--- src/rtl/dmem_ctrl.sv ---
`default_nettype none
// ============================================================================
// Module  : dmem_ctrl
// Brief   : Two-port sequencer for a single-port word memory; handles byte/half
//           loads (lane extract + extend) and sub-word stores (read-modify-write).
// Rev     : 1.0  initial release
// ============================================================================
module dmem_ctrl #(
  parameter int N      = 32,
  parameter int A      = 32,
  parameter int MEM_AW = 12
) (
  input  logic         clk,
  input  logic         rst,
  input  logic         req0_valid,
  output logic         req0_ready,
  input  logic         req0_we,
  input  logic [1:0]   req0_size,
  input  logic         req0_unsigned,
  input  logic [A-1:0] req0_addr,
  input  logic [N-1:0] req0_wdata,
  output logic         rsp0_valid,
  output logic [N-1:0] rsp0_rdata,
  output logic         rsp0_err,
  input  logic         req1_valid,
  output logic         req1_ready,
  input  logic         req1_we,
  input  logic [1:0]   req1_size,
  input  logic         req1_unsigned,
  input  logic [A-1:0] req1_addr,
  input  logic [N-1:0] req1_wdata,
  output logic         rsp1_valid,
  output logic [N-1:0] rsp1_rdata,
  output logic         rsp1_err,
  output logic         mem_we,
  output logic [A-1:0] mem_addr,
  output logic [N-1:0] mem_wdata,
  input  logic [N-1:0] mem_rdata
);

  localparam logic [1:0] c_SZ_BYTE = 2'b00;
  localparam logic [1:0] c_SZ_HALF = 2'b01;
  localparam logic [1:0] c_SZ_WORD = 2'b10;

  typedef enum logic [1:0] {
    S_IDLE   = 2'd0,
    S_ACCESS = 2'd1,
    S_MERGE  = 2'd2,
    S_RESP   = 2'd3
  } state_t;

  state_t              r_state;
  state_t              w_next;
  logic                r_last_grant;
  logic                r_port;
  logic                r_we;
  logic                r_uns;
  logic                r_err;
  logic [1:0]          r_size;
  logic [MEM_AW+1:0]   r_addr;
  logic [N-1:0]        r_wdata;
  logic [N-1:0]        r_word;
  logic [N-1:0]        r_rdata;

  logic                w_acc0;
  logic                w_acc1;
  logic                w_accept;
  logic                w_sel_we;
  logic                w_sel_uns;
  logic [1:0]          w_sel_size;
  logic [MEM_AW+1:0]   w_sel_addr;
  logic [N-1:0]        w_sel_wdata;
  logic                w_word_st;
  logic                w_subword_st;
  logic [7:0]          w_byte;
  logic [15:0]         w_half;
  logic [N-1:0]        w_load;
  logic [N-1:0]        w_merged;
  logic                w_unused;

  function automatic logic f_bad(input logic [1:0] size, input logic [1:0] lo);
    return (size == 2'b11) || (size == c_SZ_HALF && lo[0]) ||
           (size == c_SZ_WORD && lo != 2'b00);
  endfunction

  // Port 0 wins a tie unless it was the last one granted.
  assign req0_ready = (r_state == S_IDLE) && req0_valid && (!req1_valid || r_last_grant);
  assign req1_ready = (r_state == S_IDLE) && req1_valid && (!req0_valid || !r_last_grant);
  assign w_acc0     = req0_valid && req0_ready;
  assign w_acc1     = req1_valid && req1_ready;
  assign w_accept   = w_acc0 || w_acc1;

  assign w_sel_we    = w_acc1 ? req1_we                  : req0_we;
  assign w_sel_uns   = w_acc1 ? req1_unsigned            : req0_unsigned;
  assign w_sel_size  = w_acc1 ? req1_size                : req0_size;
  assign w_sel_addr  = w_acc1 ? req1_addr[MEM_AW+1:0]    : req0_addr[MEM_AW+1:0];
  assign w_sel_wdata = w_acc1 ? req1_wdata               : req0_wdata;
  assign w_unused    = &{1'b0, req0_addr[A-1:MEM_AW+2], req1_addr[A-1:MEM_AW+2]};

  assign w_word_st    = r_we && !r_err && (r_size == c_SZ_WORD);
  assign w_subword_st = r_we && !r_err && (r_size != c_SZ_WORD);

  assign w_byte = mem_rdata[{r_addr[1:0], 3'b000} +: 8];
  assign w_half = mem_rdata[{r_addr[1], 4'b0000} +: 16];

  always_comb begin
    w_load = mem_rdata;
    case (r_size)
      c_SZ_BYTE: w_load = {{(N-8){~r_uns & w_byte[7]}}, w_byte};
      c_SZ_HALF: w_load = {{(N-16){~r_uns & w_half[15]}}, w_half};
      default:   w_load = mem_rdata;
    endcase
  end

  always_comb begin
    w_merged = r_word;
    if (r_size == c_SZ_BYTE) begin
      w_merged[{r_addr[1:0], 3'b000} +: 8] = r_wdata[7:0];
    end else begin
      w_merged[{r_addr[1], 4'b0000} +: 16] = r_wdata[15:0];
    end
  end

  always_ff @(posedge clk or posedge rst) begin
    if (rst) begin
      r_state      <= S_IDLE;
      r_last_grant <= 1'b1;
      r_port       <= 1'b0;
      r_we         <= 1'b0;
      r_uns        <= 1'b0;
      r_err        <= 1'b0;
      r_size       <= 2'b00;
      r_addr       <= '0;
      r_wdata      <= '0;
      r_word       <= '0;
      r_rdata      <= '0;
    end else begin
      r_state <= w_next;
      if (w_accept) begin
        r_last_grant <= w_acc1;
        r_port       <= w_acc1;
        r_we         <= w_sel_we;
        r_uns        <= w_sel_uns;
        r_size       <= w_sel_size;
        r_addr       <= w_sel_addr;
        r_wdata      <= w_sel_wdata;
        r_err        <= f_bad(w_sel_size, w_sel_addr[1:0]);
      end
      if (r_state == S_ACCESS) begin
        r_word  <= mem_rdata;
        r_rdata <= (r_we || r_err) ? '0 : w_load;
      end
    end
  end

  // mem_we is decoded from state so an asynchronous reset removes it at once.
  always_comb begin
    w_next    = r_state;
    mem_we    = 1'b0;
    mem_wdata = '0;
    case (r_state)
      S_IDLE: begin
        if (w_accept) w_next = S_ACCESS;
      end
      S_ACCESS: begin
        w_next = w_subword_st ? S_MERGE : S_RESP;
        if (w_word_st) begin
          mem_we    = 1'b1;
          mem_wdata = r_wdata;
        end
      end
      S_MERGE: begin
        w_next    = S_RESP;
        mem_we    = 1'b1;
        mem_wdata = w_merged;
      end
      S_RESP:  w_next = S_IDLE;
      default: w_next = S_IDLE;
    endcase
  end

  assign mem_addr = (r_state == S_ACCESS || r_state == S_MERGE) ?
                    {{(A-MEM_AW){1'b0}}, r_addr[MEM_AW+1:2]} : '0;

  assign rsp0_valid = (r_state == S_RESP) && !r_port;
  assign rsp1_valid = (r_state == S_RESP) &&  r_port;
  assign rsp0_rdata = rsp0_valid ? r_rdata : '0;
  assign rsp1_rdata = rsp1_valid ? r_rdata : '0;
  assign rsp0_err   = rsp0_valid && r_err;
  assign rsp1_err   = rsp1_valid && r_err;

endmodule
`default_nettype wire

--- config.mk ---
export PLATFORM = sky130hd
export DESIGN_NAME = dmem_ctrl
export DESIGN_NICKNAME = d
export VERILOG_FILES = /design/src/rtl/dmem_ctrl.sv
export SDC_FILE = /design/constraint.sdc
export NUM_CORES = 1
export LEC_CHECK = 0
export ABC_AREA = 0
export BUFFER_PORTS_ARGS = -buffer_cell sky130_fd_sc_hd__buf_4
export CORE_ASPECT_RATIO = 0.8
export CORE_MARGIN = 1
export CORE_UTILIZATION = 53
export CTS_CLUSTER_DIAMETER = 50
export DETAILED_ROUTE_END_ITERATION = 8
export GPL_TIMING_DRIVEN = 0
export PLACE_DENSITY = 0.87
export SLEW_MARGIN = 20
export SYNTH_ARGS = -nofsm -noshare
export SYNTH_HDL_FRONTEND = slang
export SYNTH_SLANG_ARGS = --single-unit
--- constraint.sdc ---
create_clock -name clk -period 8.7 [get_ports clk]
set_input_delay 1.74 -clock clk [delete_from_list [all_inputs] [get_ports clk]]
set_output_delay 1.74 -clock clk [all_outputs]
set_load 0.03 [all_outputs]
==> flow_summary.ini <==
[run_status]
status = complete, no violations

[pwr]
power_density_mw_per_mm2 = 358.9
seqPwrFrac_pct = 28.6
clkPwrFrac_pct = 18.1
power.net_switching_mw = 1.658
p_int_mw = 1.982
peakVddDrop_mv = 0.2198
power_switching_share_pct = 45.55
leakagePower_nw = 5.241
power.share.combinational_pct = 53.3

[timing]
layout_setup_ws_ns = 3.638
fmax_mhz = 197.5
setup_viol = 0
tightest_slew_ns = 0.8553
skew_ns = 0.009092
final.setup.tns_ns = 0
grt_setup_unrepaired = false
max_slew_margin_pct = 42.54
maxSlewViolCount = 0
finalCritPeriodShare_pct = 58.19
fin_crit_ns = 5.062
hold_viol_final = 0

[placed_design]
io_buffers = 250
placed_area_sq_mm = 0.009585
place_ws_ns = 4.137
gp_congestion = 0.9755
dp.final_hpwl_microns = 18880
dp.cells = 1215

[finish]
final_core_util_pct = 74.85
synthToLayoutAreaGrowth_pct = 37.44
finalNonFillerCells = 1246
final_cell_mix = 272 x buf_4, 118 x dfrtp_1, 84 x nand2_1
layout.nets = 1236
layout_commonest_cell = buf_4
fin_area_sq_mm = 0.01014
diodes = 0
drive_gt1_share_pct = 36.02

[global_routing]
antenna_found_initial = 0
use_met1_pct = 45.59
grt_pass1_wl_microns = 37760
grt_use_total_pct = 34.81
use_met2_pct = 55.48
grt_overflow = 0
busiest_layer = met2
grt_start_max_net_pins = 80
grtUsageMet3_pct = 10.73
first_global_vias = 6999

[drt]
ant_nets = 0
post-route-drc-count = 0
drt_iter0_markers = 719
drt_first_pass_iters = 8
routed-via-count = 7440
routedWlPerCell_microns = 19.93
vias_per_cell = 5.971
drt-total-wl_microns = 24840

[cts]
post_cts_buffers = 0
cts_buffer_depth = 2
cts_inserted_buffers = 17
cts_hold_buf = 0
cts_sinks = 119
htreeDepth = 4
tritoncts = built
clkTransAtPathRegs_ns = 0.05
cts-resized-gates = 0
cts_root_buf = clkbuf_16
clkLatencyLatePin_ns = 0.42

[synth]
synth-seq-cells = 119
synth_enable_flop_cells = 0
ys.flop_type = dfrtp_1
yosysSeqAreaShare_pct = 40.37
yosysUniqueCellTypes = 53
syn_area_per_cell_sq_um = 9.647
netlist.top_cell.by_area = dfrtp_1
synth-async-reset-ratio_pct = 100.0
synth_cells = 765
syn_area_sq_mm = 0.007380
ys_warn_count = 0
netlist.area_leader.share_pct = 40.01
synth.top_cells.by_area = dfrtp_1 40%, mux2i_1 8.5%, mux2_2 6.3%, o21ai_0 4.3%, nand2_1 4.3%

[die]
die_w_microns = 133.9
io_pins = 307
start_util_pct = 54.46
placeableCoreArea_sq_mm = 0.01355
rows = 38
die_h_microns = 107.5
die_area_sq_mm = 0.01440

[worst_setup_path]
start_kind = flop
reg2regPathDepth = 7
critPathMaxFanout = 10
cp.required_ns = 6.96
worstReg2RegStart = r_state[1]$_DFFE_PP0P_
cp_data_arrival_time_ns = 3.32
crit_path_end_kind = output pin
r2r_end = r_rdata[10]$_DFFE_PP0P_
worstSetupPathType = flop to output pin
r2r_slack_ns = 6.13

[hold_path]
min_path_type = flop to flop
min_to = r_addr[13]$_DFFE_PP0P_
hp-start = r_addr[13]$_DFFE_PP0P_
hold_path_depth = 2

[flow_run]
maxCapViolCount = 0
==> Yosys cell counts (all sizes together) (2+ instances only) <==
library cell  instances
nand2                84
clkbuf               37
a211oi                8
a31oi                 2
mux2i                63
nor3                  6
and4b                 2
buf                  44
a32oi                12
o32ai                 5
o221ai                2
inv                  19
nor3b                 8
nand2b                9
ha                   10
mux2                 41
and2                 47
nor2b                22
dfrtp               118
and2b                 2
a21o                  2
o21ai                67
a21oi                36
o2bb2ai               3
nor2                  3
a22o                 12
a221o                26
a222oi               12
a31o                  4
o21a                  4
and3                 34
a22oi                 9
==> worst max-delay path, stage by stage (launching register included) <==
cell and delay [ns]:
dfrtp_1 0.39, buf_4 0.17, clkbuf_1 0.37, inv_1 0.24, ha_1 0.39, and3b_1 0.18
a22o_1 0.29, a222oi_1 0.14, nor3b_1 0.48, buf_4 0.26
==> logic make-up after synthesis <==
family	Yosys count	share of synthesized area [%]
multiplexers	104	14.80
AO/OA/AOI/OAI	209	20.21
buffers and inverters	100	6.612
AND/OR/NAND/NOR	222	16.26
flip-flops	119	40.37
adder cells (fa/ha/maj)	10	1.695
other	1	0.05082
==> worst max-delay path by stage <==
stage / startpoint / end / cells after the start
final: r_addr[1]$_DFFE_PP0P_ / mem_wdata[18] / 9
after global routing: r_addr[1]$_DFFE_PP0P_ / mem_wdata[18] / 9
after CTS: r_addr[1]$_DFFE_PP0P_ / mem_wdata[18] / 9
after detailed placement: r_addr[1]$_DFFE_PP0P_ / mem_wdata[18] / 9
after global placement: rst / r_wdata[6]$_DFFE_PP0P_ / 2
after floorplan: rst / r_addr[0]$_DFFE_PP0P_ / 1
==> registers in the layout, indices dropped and copies added (netlist names) <==
name	flops
r_addr	14
r_we	1
r_last_grant	1
r_size	2
r_wdata	32
r_uns	1
r_state	2
r_word	32
r_port	1
r_err	1
r_rdata	32
==> power by group through the flow <==
stage | clock (mW) | sequential, mW | combinational [mW]
after CTS | 0.657 | 1.03 | 1.91
after global placement | 0 | 1.02 | 1.84
final | 0.657 | 1.04 | 1.94
after global routing | 0.688 | 1.06 | 2.09
after floorplan | 0 | 0.930 | 1.34
after detailed placement | 0 | 1.03 | 1.89
==> layout make-up <==
class	count	area, sq um
Tap cell	180	225.2
Multi-Input combinational cell	565	3989
Buffer	81	416.7
Inverter	19	76.32
Sequential cell	119	2979
Clock inverter	8	73.82
Timing Repair Buffer	251	1904
Fill cell	1017	3408
Clock buffer	23	478.0
==> routing by layer <==
| metal | vias to the layer above | wire length [microns] |
|---|---|---|
| met3 | 51 | 2936 |
| li1 | 3333 | - |
| met4 | 0 | 528 |
| met2 | 481 | 11360 |
| met1 | 3575 | 10020 |
| met5 | - | 0 |
==> per-stage QoR <==
stage | hold slack (ns) | power (mW)
floorplan | 0.4418 | 2.272
global placement | 0.4521 | 2.861
detailed placement | 0.4633 | 2.918
CTS | 0.4739 | 3.588
global route | 0.4895 | 3.837
finish | 0.4700 | 3.640
Note: power is estimated with default switching activity, not from simulation.
